<file path="config.mk">
export PLATFORM = sky130hd
export DESIGN_NAME = sobel_lb_ctrl
export DESIGN_NICKNAME = d
export VERILOG_FILES = /design/src/rtl/sobel_lb_ctrl.sv
export SDC_FILE = /design/constraint.sdc
export NUM_CORES = 1
export LEC_CHECK = 0
export ABC_AREA = 1
export CAP_MARGIN = 0
export CORE_MARGIN = 2
export CORE_UTILIZATION = 47
export CTS_BUF_LIST = sky130_fd_sc_hd__clkbuf_8
export CTS_CLUSTER_DIAMETER = 50
export DETAILED_ROUTE_END_ITERATION = 8
export GPL_TIMING_DRIVEN = 0
export PLACE_DENSITY = 0.86
export SYNTH_ARGS = -nofsm -noshare
export SYNTH_HDL_FRONTEND = slang
export SYNTH_SLANG_ARGS = --single-unit
export TNS_END_PERCENT = 5
</file>
<file path="constraint.sdc">
create_clock -name clk -period 2.64 [get_ports clk]
set_clock_uncertainty 0.05 [all_clocks]
set_input_delay 0.396 -clock clk [delete_from_list [all_inputs] [get_ports clk]]
set_output_delay 0.396 -clock clk [all_outputs]
set_load 0.01 [all_outputs]
</file>
<file path="src/rtl/sobel_lb_ctrl.sv">
// sobel_lb_ctrl: frame sequencer for the Sobel line-buffer stage.
// It gates raster pixels into a double line buffer of depth IMG_W. It tracks
// the column/row of each accepted pixel and flags when a full 3x3 window sits
// at the buffer outputs, along with that window's centre coordinates.
// Optional build macro SOBEL_LB_FRAME_CNT_EN adds a 16-bit completed-frame counter.
//
// Handshake: a pixel is accepted in a cycle where valid_i & ready_o are both high.
// ready_o is a function of state only. A pixel offered while ready_o is low is
// dropped and sets the sticky err_o flag.
module sobel_lb_ctrl #(
  parameter int IMG_W = 5,
  parameter int IMG_H = 4,
  parameter int CW    = $clog2(IMG_W),
  parameter int RW    = $clog2(IMG_H)
) (
  input  logic          clk,
  input  logic          rst,
  input  logic          start_i,
  input  logic          abort_i,
  input  logic          valid_i,
  input  logic [7:0]    data_i,
  output logic          ready_o,
  output logic          lb_we_o,
  output logic [7:0]    lb_data_o,
  output logic          lb_clr_o,
  output logic          win_valid_o,
  output logic [CW-1:0] col_o,
  output logic [RW-1:0] row_o,
  output logic          busy_o,
  output logic          frame_done_o,
  output logic          err_o,
`ifdef SOBEL_LB_FRAME_CNT_EN
  output logic [15:0]   frame_cnt_o,
`endif
  output logic [2:0]    dbg_state_o
);

  typedef enum logic [2:0] {
    IDLE  = 3'd0,
    CLEAR = 3'd1,
    FILL  = 3'd2,
    RUN   = 3'd3,
    DONE  = 3'd4
  } state_t;

  localparam logic [CW-1:0] COL_LAST = CW'(IMG_W - 1);
  localparam logic [RW-1:0] ROW_LAST = RW'(IMG_H - 1);

  state_t        state, state_nx;
  logic [CW-1:0] col;
  logic [RW-1:0] row;
  logic          accept;
  logic          at_col_last;

  assign ready_o      = (state == FILL) || (state == RUN);
  assign accept       = valid_i & ready_o;
  assign lb_we_o      = accept;
  assign lb_data_o    = data_i;
  assign lb_clr_o     = (state == CLEAR);
  assign busy_o       = (state != IDLE);
  assign frame_done_o = (state == DONE);
  assign dbg_state_o  = state;
  assign at_col_last  = (col == COL_LAST);

  // State register.
  always_ff @(posedge clk or negedge rst) begin
    if (!rst) state <= IDLE;
    else      state <= state_nx;
  end

  // Next-state logic; abort restarts any active frame through CLEAR.
  always_comb begin
    state_nx = state;
    case (state)
      IDLE:  if (start_i) state_nx = CLEAR;
      CLEAR: if (!abort_i) state_nx = FILL;
      FILL: begin
        if (abort_i) state_nx = CLEAR;
        else if (accept && at_col_last && row == RW'(1)) state_nx = RUN;
      end
      RUN: begin
        if (abort_i) state_nx = CLEAR;
        else if (accept && at_col_last && row == ROW_LAST) state_nx = DONE;
      end
      DONE:  state_nx = abort_i ? CLEAR : IDLE;
      default: state_nx = IDLE;
    endcase
  end

  // Raster position of the next pixel; zeroed while the buffer is cleared.
  always_ff @(posedge clk or negedge rst) begin
    if (!rst) begin
      col <= '0;
      row <= '0;
    end else if (state == CLEAR) begin
      col <= '0;
      row <= '0;
    end else if (accept) begin
      if (at_col_last) begin
        col <= '0;
        row <= (row == ROW_LAST) ? '0 : row + RW'(1);
      end else begin
        col <= col + CW'(1);
      end
    end
  end

  // Window flag and centre; the pixel at (r,c) completes the window centred at (r-1,c-1).
  always_ff @(posedge clk or negedge rst) begin
    if (!rst) begin
      win_valid_o <= 1'b0;
      col_o       <= '0;
      row_o       <= '0;
    end else begin
      win_valid_o <= 1'b0;
      if (accept && row >= RW'(2) && col >= CW'(2)) begin
        win_valid_o <= 1'b1;
        col_o       <= col - CW'(1);
        row_o       <= row - RW'(1);
      end
    end
  end

  // Sticky drop error; a new start clears it unless a pixel is dropped that same cycle.
  always_ff @(posedge clk or negedge rst) begin
    if (!rst)                        err_o <= 1'b0;
    else if (valid_i && !ready_o)    err_o <= 1'b1;
    else if (state == IDLE && start_i) err_o <= 1'b0;
  end

`ifdef SOBEL_LB_FRAME_CNT_EN
  // Completed-frame counter; aborted frames never reach DONE so they are not counted.
  always_ff @(posedge clk or negedge rst) begin
    if (!rst)               frame_cnt_o <= '0;
    else if (state == DONE) frame_cnt_o <= frame_cnt_o + 16'd1;
  end
`endif

endmodule
</file>
==> flow_summary.html <==
<table>
<tr><th>Metric</th><th>Value</th></tr>
<tr><th colspan="2">Pwr</th></tr>
<tr><td>Total net switching power</td><td>0.000386 W</td></tr>
<tr><td>Internal portion of total power</td><td>0.000596 W</td></tr>
<tr><td>Worst vdd ir</td><td>521 uV</td></tr>
<tr><td>Total power of the final layout</td><td>0.000983 W</td></tr>
<tr><td>Clock power share</td><td>0.195</td></tr>
<tr><td>Part of the total power dissipated in sequential elements</td><td>0.335</td></tr>
<tr><td>PwrDens</td><td>790 mW/mm2</td></tr>
<tr><td>Switch share</td><td>0.393</td></tr>
<tr><td>Share of power burned in combinational logic</td><td>0.470</td></tr>
<tr><td>Leakage dissipation</td><td>about 0.62 nW</td></tr>
<tr><th colspan="2">Clock tree</th></tr>
<tr><td>Resized cells post-CTS</td><td>0</td></tr>
<tr><td>CTS tree</td><td>built</td></tr>
<tr><td>Number of sinks driven by the clock tree</td><td>15</td></tr>
<tr><td>CTS H-tree lvls</td><td>1</td></tr>
<tr><td>Post-CTS repair timing setup buffer count</td><td>0</td></tr>
<tr><td>CTS Hold Buffers Added</td><td>0</td></tr>
<tr><td>Reg clk slew, reported paths</td><td>roughly 60 ps</td></tr>
<tr><td>Total CTS buffers</td><td>3</td></tr>
<tr><td>Maximum clock insertion buffer count</td><td>2</td></tr>
<tr><td>Clock latency on the worst-skew pair</td><td>250 ps</td></tr>
<tr><td>Clock root buffer</td><td>sky130_fd_sc_hd__clkbuf_8</td></tr>
<tr><th colspan="2">GRT</th></tr>
<tr><td>Residual overflow from global routing</td><td>0</td></tr>
<tr><td>Tot GR Track Use</td><td>0.180</td></tr>
<tr><td>Via count of the first global-routing pass</td><td>roughly 700</td></tr>
<tr><td>First-pass GRT wire length</td><td>2820 um</td></tr>
<tr><td>Antenna violations before repair</td><td>0</td></tr>
<tr><td>Maximum number of pins on one net before global-route repair</td><td>16</td></tr>
<tr><th colspan="2">Final layout</th></tr>
<tr><td>Final Instance Area</td><td>0.00124 mm2</td></tr>
<tr><td>Area Overhead vs Synth</td><td>38.8%</td></tr>
<tr><td>Count of nets after finishing</td><td>approximately 160</td></tr>
<tr><td>Share of post-route cells with drive strength above 1</td><td>0.161</td></tr>
<tr><td>Most common cell after layout, fill and taps aside</td><td>sky130_fd_sc_hd__clkdlybuf4s50_1</td></tr>
<tr><td>Commonest cells after routing, fill and taps aside</td><td>sky130_fd_sc_hd__clkdlybuf4s50_1 (27), sky130_fd_sc_hd__nand2_1 (24), sky130_fd_sc_hd__dfrtp_1 (15)</td></tr>
<tr><td>Number of diodes</td><td>0</td></tr>
<tr><th colspan="2">Detailed routing</th></tr>
<tr><td>Initial DRT Pass Iterations</td><td>4</td></tr>
<tr><td>Aggregate routed wire length</td><td>1860 um</td></tr>
<tr><td>Number of DRC markers in iteration 0</td><td>14</td></tr>
<tr><td>DR vias</td><td>788</td></tr>
<tr><td>Average detailed-routed wire length per instance</td><td>11.5 um</td></tr>
<tr><td>Via-per-instance ratio</td><td>slightly below 5</td></tr>
<tr><td># DRC</td><td>0</td></tr>
<tr><td>Number of routed nets with antenna violations</td><td>0</td></tr>
<tr><th colspan="2">Floorplan</th></tr>
<tr><td>Area of the core</td><td>0.00176 mm2</td></tr>
<tr><td>Die ar.</td><td>between 0.002 and 0.0025 mm2</td></tr>
<tr><td>Initial cell density of the core</td><td>0.508</td></tr>
<tr><td>I/O pin count</td><td>36</td></tr>
<tr><td>Number of rows in the core area</td><td>15</td></tr>
<tr><td>Width of the die</td><td>47.7 um</td></tr>
<tr><td>Die outline height</td><td>between 40 and 50 um</td></tr>
<tr><th colspan="2">Logic synthesis</th></tr>
<tr><td>Number of library cell types mapped by synthesis</td><td>25</td></tr>
<tr><td>EDFF count, synth</td><td>0</td></tr>
<tr><td>Synthesized flop and latch total</td><td>15</td></tr>
<tr><td>Sequential element share of the synthesized area</td><td>0.419</td></tr>
<tr><td>Yosys warns</td><td>0</td></tr>
<tr><td>Average size of a mapped cell</td><td>about 8.5 um2</td></tr>
<tr><td>Share of synthesized flip-flops with an asynchronous set or reset</td><td>1.00</td></tr>
<tr><td>Primary flip-flop cell chosen by synthesis mapping</td><td>sky130_fd_sc_hd__dfrtp_1</td></tr>
<tr><td>Post-synthesis cell area</td><td>896 um2</td></tr>
<tr><td>Number of instances in the synthesized netlist</td><td>~110</td></tr>
<tr><td>Syn nets</td><td>126</td></tr>
<tr><th colspan="2">Critical path</th></tr>
<tr><td>Kind of end point of the critical path</td><td>primary output</td></tr>
<tr><td>Crit path DAT</td><td>1680 ps</td></tr>
<tr><td>Register-to-Register Setup Slack</td><td>between 1000 and 1500 ps</td></tr>
<tr><td>Data required time at the worst endpoint</td><td>2190 ps</td></tr>
<tr><td>Max FO, Critical Path</td><td>4</td></tr>
<tr><td>Critical path launch point type</td><td>input pin</td></tr>
<tr><td>Crit path kind</td><td>input pin to primary output</td></tr>
<tr><th colspan="2">Place</th></tr>
<tr><td>Placer's final routability congestion estimate</td><td>0.814</td></tr>
<tr><td>Count of port buffers added during placement</td><td>27</td></tr>
<tr><td>Worst setup timing slack at the placement stage</td><td>520 ps</td></tr>
<tr><td>Placed Area</td><td>0.00120 mm2</td></tr>
<tr><td>Post-detailed-placement half-perimeter wirelength</td><td>between 1000 and 1500 um</td></tr>
<tr><th colspan="2">STA</th></tr>
<tr><td>Relative max-transition margin</td><td>0.554</td></tr>
<tr><td>Setup total negative slack</td><td>0 ps</td></tr>
<tr><td>Max Freq</td><td>471 MHz</td></tr>
<tr><td>Least-Margin Pin Slew</td><td>667 ps</td></tr>
<tr><td>Final hold viol count</td><td>0</td></tr>
<tr><td>Slew Limit Fails</td><td>0</td></tr>
<tr><td>Share of the cycle needed by the critical path after routing</td><td>0.804</td></tr>
<tr><td>Final Critical Period</td><td>2120 ps</td></tr>
<tr><td>Unrepaired setup endpoints after global routing</td><td>false</td></tr>
<tr><td>Final WS setup</td><td>518 ps</td></tr>
<tr><td>Final Setup Violations</td><td>0</td></tr>
<tr><th colspan="2">Hold path</th></tr>
<tr><td>Tightest Hold Check Type</td><td>flip-flop to flip-flop</td></tr>
<tr><th colspan="2">Run status</th></tr>
<tr><td>Run status</td><td>complete, no violations</td></tr>
<tr><th colspan="2">Flow run</th></tr>
<tr><td>Max-Cap Viols</td><td>0</td></tr>
</table>
==> cell families after synthesis <==
kind of cell	after synthesis	share of synthesized area
buf+inv	23	0.130
flops	15	0.419
fa+ha+maj	7	0.0978
simple gates	44	0.232
compound gates	15	0.102
xor+xnor	2	0.0196
==> Yosys cell counts (2+ instances only) <==
master | number | area share
sky130_fd_sc_hd__ha_1 | 7 | 0.098
sky130_fd_sc_hd__nand2_2 | 2 | 0.014
sky130_fd_sc_hd__buf_4 | 8 | 0.067
sky130_fd_sc_hd__dfrtp_1 | 15 | 0.42
sky130_fd_sc_hd__o21ai_0 | 8 | 0.045
sky130_fd_sc_hd__nand4_1 | 5 | 0.035
sky130_fd_sc_hd__nor2_1 | 4 | 0.017
sky130_fd_sc_hd__nor2_2 | 2 | 0.014
sky130_fd_sc_hd__inv_1 | 14 | 0.059
sky130_fd_sc_hd__nand2_1 | 24 | 0.10
sky130_fd_sc_hd__nand3_1 | 3 | 0.017
==> worst paths after layout <==
path | from | to | depth (start not counted)
max reg2reg | col[0]$_DFFE_PN0P_ | dbg_state_o[1]$_DFFE_PN0P_ | 9
min reg2reg | row_o[0]$_DFFE_PN0P_ | row_o[0]$_DFFE_PN0P_ | 2
min in group asynchronous | rst | dbg_state_o[2]$_DFFE_PN0P_ | 1
max in group asynchronous | rst | col[1]$_DFFE_PN0P_ | 1
min | row_o[0]$_DFFE_PN0P_ | row_o[0]$_DFFE_PN0P_ | 2
max | valid_i | lb_we_o | 4
==> power groups by stage <==
stage	registers [W]	clock network, W	logic, W
after global placement	0.000330	0	0.000443
after global routing	0.000336	0.000207	0.000515
after CTS	0.000329	0.000195	0.000465
after floorplan	0.000334	0	0.000265
final	0.000329	0.000191	0.000462
after detailed placement	0.000333	0	0.000458
==> per-layer routing <==
layer | GRT usage | vias up | part of all wire
met2 | 0.284 | 26 | 0.50
met1 | 0.222 | 364 | 0.43
met5 | 0 | - | 0
met4 | 0.114 | 0 | 0.017
met3 | 0.0377 | 4 | 0.049
li1 | - | 394 | -
==> worst max-delay path: stages <==
cell                              delay, ps
sky130_fd_sc_hd__clkdlybuf4s50_1        490
sky130_fd_sc_hd__nand3_2                130
sky130_fd_sc_hd__inv_1                  120
sky130_fd_sc_hd__clkdlybuf4s50_1        540
==> area by class of cell <==
type | instances | area [um2]
clock buffer | 3 | 41.3
sequential | 15 | 375
fill | 129 | 520
multi-input combinational | 68 | 404
tap | 25 | 31.3
buffer | 8 | 60.1
timing repair buffer | 27 | 270
inverter | 15 | 56.3
clock inverter | 1 | 5.00
==> per-stage QoR <==
step	hold slack, ps	util	std cells
global route	468	0.705	162
detailed placement	432	0.679	158
CTS	448	0.705	162
global placement	413	0.679	158
finish	440	0.705	162
floorplan	50.4	-	106
==> state kept, by name (all words and copies together), names as in the netlist <==
signal,count
dbg_state_o,3
col_o,3
row_o,2
row,2
col,3
win_valid_o,1
err_o,1
Power figures use the tool's default switching activity.
